$ cat config.mk
export PLATFORM = sky130hd
export DESIGN_NAME = mod_n_counter
export DESIGN_NICKNAME = d
export VERILOG_FILES = /design/src/rtl/counter_pkg.sv /design/src/rtl/mod_n_next.sv /design/src/rtl/mod_n_counter.sv
export SDC_FILE = /design/constraint.sdc
export NUM_CORES = 1
export LEC_CHECK = 0
export BUFFER_PORTS_ARGS = -buffer_cell sky130_fd_sc_hd__clkbuf_2
export CAP_MARGIN = 20
export CORE_MARGIN = 3
export CORE_UTILIZATION = 50
export DETAILED_ROUTE_END_ITERATION = 10
export GPL_ROUTABILITY_DRIVEN = 0
export PLACE_DENSITY = 0.76
export RECOVER_POWER = 25
export SLEW_MARGIN = 0
export SYNTH_ARGS = -nofsm -noshare
export SYNTH_HDL_FRONTEND = slang
export SYNTH_SLANG_ARGS = --single-unit
$ cat constraint.sdc
create_clock -name clock -period 3.6 [get_ports clock]
set_input_delay 0.72 -clock clock [delete_from_list [all_inputs] [get_ports clock]]
set_output_delay 0.72 -clock clock [all_outputs]
set_load 0.01 [all_outputs]
$ cat src/rtl/counter_pkg.sv
// counter_pkg: shared encodings and helpers for the modulo-N counter family
package counter_pkg;

    localparam int ENC_BINARY = 0;
    localparam int ENC_GRAY   = 1;

    function automatic logic [31:0] bin2gray(input logic [31:0] b);
        return b ^ (b >> 1);
    endfunction

    // True when the modulus fits the register width and the reset value lies inside the count range
    function automatic bit params_ok(input int width, input int modulus, input int reset_value);
        return width >= 1 && width < 31 && modulus >= 2 && modulus <= (1 << width)
            && reset_value >= 0 && reset_value < modulus;
    endfunction

endpackage

$ cat src/rtl/mod_n_next.sv
// mod_n_next: combinational next-state and wrap detect for a modulo-N up/down counter
module mod_n_next
    import counter_pkg::*;
#(
    parameter int WIDTH   = 4,
    parameter int MODULUS = 6
) (
    input  logic [WIDTH-1:0] state,
    input  logic             up_down,
    output logic [WIDTH-1:0] next,
    output logic             wrap
);

    logic [WIDTH:0] s;

    // Compare one bit wider than the state so MODULUS = 2**WIDTH needs no special case
    always_comb begin
        s    = {1'b0, state};
        wrap = up_down ? (s == (WIDTH+1)'(MODULUS - 1)) : (s == '0);
        next = up_down ? (wrap ? '0 : WIDTH'(s + 1'b1))
                       : (wrap ? WIDTH'(MODULUS - 1) : WIDTH'(s - 1'b1));
    end

endmodule

$ cat src/rtl/mod_n_counter.sv
// mod_n_counter: parametrised modulo-N up/down counter with load, cascade carry and optional Gray output
module mod_n_counter
    import counter_pkg::*;
#(
    parameter int WIDTH       = 4,
    parameter int MODULUS     = 6,
    parameter int RESET_VALUE = 5,
    parameter int GRAY_OUT    = ENC_BINARY
) (
    input  logic             clock,
    input  logic             reset_n,
    input  logic             enable,
    input  logic             up_down,
    input  logic             load,
    input  logic [WIDTH-1:0] load_value,
    output logic [WIDTH-1:0] count,
    output logic [WIDTH-1:0] count_prev,
    output logic             carry_out,
    output logic             wrapped,
    output logic             load_err
);

    localparam logic [WIDTH-1:0] RV = WIDTH'(RESET_VALUE);

    logic [WIDTH-1:0] state, step, load_next;
    logic             wrap, load_ok;

    if (!params_ok(WIDTH, MODULUS, RESET_VALUE)) begin : g_bad_params
        $error("mod_n_counter: illegal WIDTH/MODULUS/RESET_VALUE combination");
    end

    mod_n_next #(.WIDTH(WIDTH), .MODULUS(MODULUS)) u_next (
        .state  (state),
        .up_down(up_down),
        .next   (step),
        .wrap   (wrap)
    );

    // Load range check, carry (suppressed by load) and output encoding
    always_comb begin
        load_ok   = {1'b0, load_value} < (WIDTH+1)'(MODULUS);
        load_next = load_ok ? load_value : '0;
        carry_out = enable & ~load & wrap;
        count     = (GRAY_OUT == ENC_GRAY) ? WIDTH'(bin2gray(32'(state))) : state;
    end

    // State register on the falling edge: load beats enable beats hold; pulses last one cycle
    always_ff @(negedge clock or negedge reset_n) begin
        if (!reset_n) begin
            state      <= RV;
            count_prev <= RV;
            wrapped    <= 1'b0;
            load_err   <= 1'b0;
        end else if (load) begin
            state      <= load_next;
            count_prev <= (load_next != state) ? state : count_prev;
            wrapped    <= 1'b0;
            load_err   <= ~load_ok;
        end else if (enable) begin
            state      <= step;
            count_prev <= state;
            wrapped    <= wrap;
            load_err   <= 1'b0;
        end else begin
            wrapped    <= 1'b0;
            load_err   <= 1'b0;
        end
    end

endmodule

==> metrics.md, run 1 <==
| Metric | Value |
|---|---|
| Fin cells | `142` |
| Failing checks | `negative setup slack` |
| Mapped Nets | `100` |
| Seq/Total Area, Yosys | `33.3%` |
| Final core occ | `76.1%` |
| # port buffers | `19` |
| Cell taking the most area after synthesis | `dfrtn_1` |
| Initial Util | `56.0%` |
| Top-area cell type share of the netlist area | `19.6%` |
| CTS Buffer Depth | `2` |
| R2R cell count | `8` |
| CTS tree | `built` |
| Layout cells sized above 1 | `38.6%` |
| Asr flop ratio synth | `100%` |
| Maxcap violations | `0` |
| Cell Chain, Critical Path | `inv_2 > ha_1 > or3b_1 > a21o_1 > nor3b_2 > buf_2` |
| PnR worst setup slack | `-0.625 ns` |
| Synth area leaders | `dfrtn_1, dfstp_2, ha_1` |
| Worst setup SP type | `flop` |
| Largest delay share family, worst path | `simple AND/OR/NAND/NOR gates` |
| Commonest cells in the netlist | `nand2_1, dfrtn_1, o21ai_0` |
| Mapped Area | `766 sq um` |
| Clock Tree Root | `clkbuf_4` |
| Layout fillers | `113` |
| Crit path buffers/inverters | `2` |
| Vias/cell | `5.73` |
| Global-route wire length before repair | `3170 um` |
| Final WL | `1930 um` |
| Die area | `2040 sq um` |
| CP Max Fanout | `3` |
| Slew HR | `61.8%` |
| Syn avg cell area | `8.70 sq um` |
| HP Start | `count_prev[1]` |
| Placed inst area | `977 sq um` |
| Design area | `1040 sq um` |
| RSZ-0062 raised after global routing | `yes` |
| # clock sinks | `10` |
| Clk pin slew, worst setup/hold paths | `0.05 ns` |
| Site row count | `13` |
| H-tree depth | `1` |
| Setup violations, final | `2` |
| R2R Setup Slk | `1.80 ns` |
| Outcome | `finished, violations left` |
| EDFF count, synth | `0` |
| Grt ovf | `0` |
| R2R Path End | `count_prev[1]` |
| Setup TNS Final | `-0.695 ns` |
| PwrDens | `382 nW/um^2` |
| Post-Place Setup Slack | `-0.298 ns` |
| Worst-Margin Slew | `0.573 ns` |
| WP data arrival | `3.50 ns` |
| Pre-antenna DRT Iters | `4` |
| Critical-path top delay cell | `dfstp_2` |
| Worst r2r src | `count[2]` |
| Num CTS Buffers | `3` |
| Placed Cells | `133` |
| Max stage delay on crit path | `0.37 ns` |
| Cell with the most instances after synthesis | `nand2_1` |
| Gr usage total | `21.6%` |
| Vias in the first global route | `722` |
| Die W | `45.1 um` |
| Flops & latches, synth | `10` |
| Initial antenna violation count | `0` |
| Final Hold Fails | `0` |
| DP HPWL | `1540 um` |
| Hold Path Class | `reg -> reg` |
| Commonest register cell after synthesis | `dfrtn_1` |
| Peak supply drop | `0.318 mV` |
| Hold depth | `2` |
| Hold Path Sink | `count_prev[1]` |
| Leakage | `0.000513 uW` |
| Initial DRC count | `30` |
| Synth cell types | `36` |
| Synth warn | `0` |
| Via count | `813` |
| NumNets Final | `140` |
| Crit Path Class | `reg -> out` |
| Post-Synthesis Cells | `88` |
| Core area | `1370 sq um` |
| WL per Instance | `13.6 um` |
| Top Ports | `20` |
| DRT antenna net count | `0` |
| Clock network latency to the later pin of the worst-skew pair | `0.33 ns` |
| Slew Limit Fails | `0` |
| Ant diodes | `0` |
| Remaining DRCs | `0` |
| Hold-fix buffers, CTS | `0` |
| CP Data Required Time | `2.88 ns` |
| Die span in y | `45.1 um` |
| Critical path endpoint category | `output port` |
| Largest net degree at the start of global routing | `14` |
| Layout area overhead | `35.8%` |
| Clock Skew | `0.0547 ns` |
-- through the flow --
stage	hold WS (ns)	total power [uW]
floorplan	0.496	237
global placement	0.456	295
detailed placement	0.462	300
CTS	0.466	396
global route	0.498	424
finish	0.469	397
-- what timing repair did --
action                                  CTS  global route
endpoints found under the hold margin     0             0
endpoints found under the setup margin    3             3
resized for setup                         1             3
setup buffers                             1             1
-- worst max-delay path by stage --
stage | startpoint | depth (start not counted) | endpoint | slack (ns)
5_1_grt | count[0] | 6 | carry_out | -0.72
3_5_place_dp | count[0] | 6 | carry_out | -0.30
2_1_floorplan | count[1] | 5 | carry_out | -0.35
4_1_cts | count[0] | 6 | carry_out | -0.64
6_report | count[0] | 6 | carry_out | -0.62
3_3_place_gp | count[0] | 6 | carry_out | -0.29
-- power by group --
part,internal (uW),switching [uW],total [uW]
sequential,133,10.1,143
combinational,75.8,77.7,154
clock,46.3,54.0,100
total,255,142,397
-- logic make-up after synthesis --
kind of cell | after synthesis | synth area share (%)
and+or+nand+nor | 34 | 25.8
AOI/OAI and AO/OA | 30 | 28.8
buffers and inverters | 10 | 6.05
DFF | 10 | 33.3
adders and majority gates | 3 | 4.90
xor gates and xnor gates | 1 | 1.14
-- worst register-to-register path, stage by stage, from the launching register on --
cell       delay [ns]
dfstp_2          0.55
buf_6            0.10
buf_4            0.09
buf_4            0.14
nand4bb_1        0.13
a21oi_1          0.09
buf_4            0.15
o221ai_1         0.19
o311ai_1         0.14
-- registers in the layout (all words and copies together) (netlist names) --
register and flops:
count_prev 4, count 4, load_err 1, wrapped 1
-- cell usage in the layout, fill, tap and decap left out, types with 3 or more instances in the layout --
cell      synthesis  layout
a21oi_1           5       5
inv_1             5       6
o21ai_0           6       6
nand2_1           9       9
o221ai_1          4       4
nor2_1            3       3
ha_1              3       3
clkbuf_4          0       3
clkbuf_2          0      16
dfstp_2           4       4
buf_4             0      17
nor2b_1           5       5
nand3_1           3       3
dfrtn_1           6       6
-- cell type report --
class	count	area (sq um)	area share (%)
sequential	10	255	24.5
inverter	4	15.0	1.44
tap	15	18.8	1.81
clock inverter	5	20.0	1.93
multi-input combinational	68	469	45.1
timing repair buffer	37	239	23.0
clock buffer	3	22.5	2.17
-- layer usage --
metal	part of all wire [%]	up-vias	track usage, %
li1	-	406	-
met3	7.5	2	5.98
met1	45	375	30.2
met2	47	30	33.9
met4	0.21	0	3.51
met5	0	-	0
Note: power is estimated with default switching activity, not from simulation.
==> run 2: changes to the inputs <==
REMOVE_ABC_BUFFERS = 1   (was default)
SETUP_SLACK_MARGIN = 0.3   (was default)
SKIP_CTS_REPAIR_TIMING = 1   (was default)
==> metrics.md, run 2 (synthesis results as in run 1) <==
| Metric | Value |
|---|---|
| Outcome | `finished, violations left` |
| Failing checks | `negative setup slack` |
| Worst r2r src | `count[0]` |
| WL per Instance | `22.7 um` |
| Clock Skew | `0.0710 ns` |
| Die area | `2040 sq um` |
| PwrDens | `384 nW/um^2` |
| H-tree depth | `1` |
| Clock network latency to the later pin of the worst-skew pair | `0.35 ns` |
| Peak supply drop | `0.271 mV` |
| Worst-Margin Slew | `0.634 ns` |
| Ant diodes | `0` |
| PnR worst setup slack | `-0.735 ns` |
| Final WL | `3420 um` |
| Initial antenna violation count | `0` |
| Num CTS Buffers | `3` |
| Initial DRC count | `114` |
| Layout cells sized above 1 | `49.3%` |
| Core area | `1370 sq um` |
| Clk pin slew, worst setup/hold paths | `0.05 ns` |
| CTS tree | `built` |
| Slew Limit Fails | `0` |
| Largest net degree at the start of global routing | `14` |
| Worst setup SP type | `flop` |
| WP data arrival | `3.62 ns` |
| Slew HR | `57.6%` |
| RSZ-0062 raised after global routing | `yes` |
| Die W | `45.1 um` |
| Pre-antenna DRT Iters | `5` |
| Final Hold Fails | `0` |
| # clock sinks | `10` |
| Leakage | `0.000600 uW` |
| Vias in the first global route | `778` |
| # port buffers | `19` |
| CP Max Fanout | `2` |
| Initial Util | `56.0%` |
| Top Ports | `20` |
| Layout area overhead | `66.8%` |
| Crit Path Class | `reg -> out` |
| Maxcap violations | `0` |
| Setup violations, final | `5` |
| Critical Path Start | `count[0]` |
| Most frequent cells in the layout | `buf_4, buf_6, nand2_1` |
| Most common cell after layout, fill and taps aside | `buf_4` |
| Remaining DRCs | `0` |
| Site row count | `13` |
| Clock Tree Root | `clkbuf_4` |
| CP Data Required Time | `2.88 ns` |
| Via count | `1,025` |
| Grt ovf | `0` |
| Critical path endpoint category | `output port` |
| HP Start | `count_prev[3]` |
| Global-route wire length before repair | `3220 um` |
| Worst Hold Slack | `0.507 ns` |
| DRT antenna net count | `0` |
| Gr usage total | `21.7%` |
| Vias/cell | `6.79` |
| Die span in y | `45.1 um` |
| NumNets Final | `149` |
| Design Power | `491 uW` |
| CTS Buffer Depth | `2` |
| Hold Path Class | `reg -> reg` |
| DP HPWL | `1570 um` |
[run 2: worst max-delay path, stage by stage (launching register included)]
cell     delay, ns
dfstp_2       0.37
inv_2         0.07
ha_4          0.12
or3b_1        0.36
a21o_1        0.23
nor3b_2       0.15
buf_2         0.15
[run 2: report_power, final]
| part | leakage, uW | switching (uW) | internal (uW) |
|---|---|---|---|
| registers | 0.000122 | 12.1 | 133 |
| clock network | 0.0000363 | 60.4 | 49.0 |
| logic | 0.000442 | 119 | 117 |
[run 2: per-stage QoR]
stage	instances	setup TNS (ns)	util (%)	setup WS, ns	instance area (sq um)
after detailed placement	134	-1.14	71.7	-0.402	980
final	151	-1.12	93.5	-0.735	1280
after CTS	141	-0.942	74.5	-0.757	1020
after global placement	134	-0.854	71.7	-0.346	980
after global routing	151	-1.27	93.5	-0.792	1280
after floorplan	83	-0.489	-	-0.489	738
[run 2: area by class of cell]
cell class	instances	area (sq um)
Tap cell	15	18.8
Sequential cell	10	255
Clock inverter	4	15.0
Inverter	4	15.0
Timing Repair Buffer	46	369
Clock buffer	4	26.3
Fill cell	48	88.8
Multi-Input combinational cell	68	578
[run 2: final timing paths]
kind	end	slack, ns	depth (start not counted)
max reg2reg	count[3]	1.57	8
min in group asynchronous	count_prev[1]	2.09	1
max in group asynchronous	count_prev[2]	1.09	1
min reg2reg	count_prev[3]	0.51	2
min	count_prev[3]	0.51	2
max	carry_out	-0.74	6
[run 2: routing by layer]
metal	up-vias	part of all wire (%)	GRT usage, %
met4	0	8.3	7.60
li1	429	-	-
met3	41	12	7.97
met5	-	0	0
met1	446	33	26.8
met2	109	46	34.5
==> run 3: changes to the inputs <==
CORE_UTILIZATION = 54   (was 50)
PLACE_DENSITY = 0.81   (was 0.76)
==> metrics.md, run 3 <==
| Metric | Value |
|---|---|
| Outcome | `stopped before the end` |
| Fail Step | `global routing` |
| Err | `[ERROR DPL-0038] Utilization greater than 100%, impossible to legalize` |
| Top Ports | `20` |
| Asr flop ratio synth | `100%` |
| Post-Place Setup Slack | `-0.352 ns` |
| Commonest register cell after synthesis | `dfrtn_1` |
| # port buffers | `19` |
| Seq/Total Area, Yosys | `33.3%` |
| Post-Synthesis Cells | `88` |
| CTS Buffer Depth | `2` |
| Site row count | `12` |
| Worst EP post-GRT repair | `carry_out` |
| Synth cell types | `36` |
| Num CTS Buffers | `3` |
| Synth warn | `0` |
| Synth area leaders | `dfrtn_1, dfstp_2, ha_1` |
| Placed Cells | `132` |
| EDFF count, synth | `0` |
| Flops & latches, synth | `10` |
| Clock Tree Root | `clkbuf_4` |
| Syn avg cell area | `8.70 sq um` |
| Cell with the most instances after synthesis | `nand2_1` |
| Cell taking the most area after synthesis | `dfrtn_1` |
| Largest net degree at the start of global routing | `14` |
| Worst EP Category | `top-level output` |
| Commonest cells in the netlist | `nand2_1, dfrtn_1, o21ai_0` |
| Die span in y | `43.7 um` |
| DP HPWL | `1670 um` |
| H-tree depth | `1` |
| Die W | `43.7 um` |
| # clock sinks | `10` |
| Initial Util | `63.0%` |
| Mapped Area | `766 sq um` |
| Top-area cell type share of the netlist area | `19.6%` |
run 3: cell counts after synthesis:
No cell type changed its count.
run 3: cells by family after synthesis:
group / synth area share, %
flip-flops: 33.3
adder cells (fa/ha/maj): 4.90
AND/OR/NAND/NOR: 25.8
AO/OA/AOI/OAI: 28.8
XOR/XNOR: 1.14
buffers and inverters: 6.05
run 3: stage by stage:
stage	instance area (sq um)	utilization, %	hold WS, ns
2_1_floorplan	738	-	0.496
3_3_place_gp	971	79.8	0.460
3_5_place_dp	971	79.8	0.472
4_1_cts	1010	83.0	0.478
==> run 4: changes to the inputs <==
CORE_AREA = 3 3 64 66   (was default)
CORE_MARGIN = default   (was 3)
CORE_UTILIZATION = default   (was 54)
DIE_AREA = 0 0 67 69   (was default)
PLACE_DENSITY = default   (was 0.81)
PLACE_DENSITY_LB_ADDON = 0.15   (was default)
SETUP_SLACK_MARGIN = default   (was 0.3)
==> metrics.md, run 4 (synthesis results as in run 1) <==
| Metric | Value |
|---|---|
| GRT met2 Usage | `14.8%` |
| NumNets Final | `143` |
| Leakage | `0.000538 uW` |
| Met1 GRT Util | `14.4%` |
| Hold depth | `2` |
| DRT antenna net count | `0` |
| Clock network latency to the later pin of the worst-skew pair | `0.30 ns` |
| Die area | `4620 sq um` |
| PnR worst setup slack | `-0.624 ns` |
| Initial antenna violation count | `0` |
| Maxcap violations | `0` |
| Top Ports | `20` |
| Cell Chain, Critical Path | `inv_2 > ha_4 > or3b_1 > a21o_1 > nor3b_2 > buf_2` |
| Clock Skew | `0.0512 ns` |
| Final WL | `2240 um` |
| CTS Buffer Depth | `2` |
| Largest net degree at the start of global routing | `14` |
| Setup violations, final | `3` |
| Peak supply drop | `0.160 mV` |
| Design area | `1140 sq um` |
| Layout cells sized above 1 | `40.8%` |
| CP Max Fanout | `3` |
| Critical-path top delay cell | `dfstp_2` |
| Worst Hold Slack | `0.465 ns` |
| Most used routing layer | `met2` |
| Site row count | `22` |
| Fin cells | `178` |
| Layout fillers | `409` |
| Placed Cells | `167` |
| Gr usage total | `10.3%` |
| Layout area overhead | `49.3%` |
| Worst setup SP type | `flop` |
| Critical path endpoint category | `output port` |
| Slew Limit Fails | `0` |
| # port buffers | `19` |
| H-tree depth | `1` |
| Via count | `812` |
| GR Layer Usage met3 | `3.42%` |
| Remaining DRCs | `0` |
| Vias/cell | `4.56` |
| Ant diodes | `0` |
| Grt ovf | `0` |
| Die span in y | `69 um` |
| WL per Instance | `12.6 um` |
| Pre-antenna DRT Iters | `4` |
| PwrDens | `396 nW/um^2` |
| DP HPWL | `1740 um` |
| Initial Util | `21.1%` |
| Die W | `67 um` |
| Global-route wire length before repair | `3750 um` |
| CTS tree | `built` |
| Hold Path Class | `reg -> reg` |
| Setup TNS Final | `-0.725 ns` |
| Final Hold Fails | `0` |
| R2R cell count | `7` |
| Core area | `3630 sq um` |
| Initial DRC count | `12` |
| WP data arrival | `3.50 ns` |
| Placed inst area | `1020 sq um` |
| Most frequent cells in the layout | `buf_4, clkbuf_2, nand2_1` |
| Worst-Margin Slew | `0.572 ns` |
| Clk pin slew, worst setup/hold paths | `0.04 ns` |
| Slew HR | `61.9%` |
| RSZ-0062 raised after global routing | `yes` |
| Clock Tree Root | `clkbuf_8` |
| Outcome | `finished, violations left` |
| CP Data Required Time | `2.88 ns` |
| Crit Path Class | `reg -> out` |
| Vias in the first global route | `804` |
| Most common cell after layout, fill and taps aside | `buf_4` |
| Max stage delay on crit path | `0.37 ns` |
| Num CTS Buffers | `3` |
| # clock sinks | `10` |
| Failing checks | `negative setup slack` |
run 4: layout make-up:
class / instances / area (sq um) / share of cell area [%]
tap: 48 / 60.1 / 5.25
clock inverter: 4 / 15.0 / 1.31
multi-input combinational: 68 / 488 / 42.7
clock buffer: 4 / 45.0 / 3.94
timing repair buffer: 40 / 265 / 23.2
inverter: 4 / 15.0 / 1.31
sequential: 10 / 255 / 22.3
run 4: path summary, 6_finish.rpt:
path,startpoint,to,slack (ns)
max in group asynchronous,reset_n,count_prev[0],1.04
worst min register to register,count_prev[1],count_prev[1],0.46
worst max register to register,count[0],count[3],1.80
worst min-delay path,count_prev[1],count_prev[1],0.46
min in group asynchronous,reset_n,count_prev[3],2.12
worst max-delay path,count[0],carry_out,-0.62
run 4: metal layers:
metal,vias to the layer above,part of all wire [%]
met5,-,0
met1,373,50
met4,0,1.4
li1,413,-
met2,21,43
met3,5,5.4
run 4: stage by stage:
stage / setup slack (ns) / utilization (%) / total power [uW]
floorplan: -0.489 / - / 228
global placement: -0.368 / 28.1 / 303
detailed placement: -0.405 / 28.1 / 303
CTS: -0.742 / 29.6 / 443
global route: -0.699 / 31.5 / 491
finish: -0.624 / 31.5 / 453
run 4: power breakdown:
part           total, uW  internal [uW]  leakage (uW)  switching [uW]
clock                141           83.8     0.0000441            57.0
sequential           144            134      0.000122            10.5
combinational        168           85.3      0.000372            82.8
run 4: critical path: cells and delay by family (launching register included):
| kind | cells | cell delay (ns) |
|---|---|---|
| and+or+nand+nor | 2 | 0.49 |
| DFF | 1 | 0.37 |
| buffers and inverters | 2 | 0.22 |
| AOI/OAI and AO/OA | 1 | 0.21 |
| adders and majority gates | 1 | 0.12 |
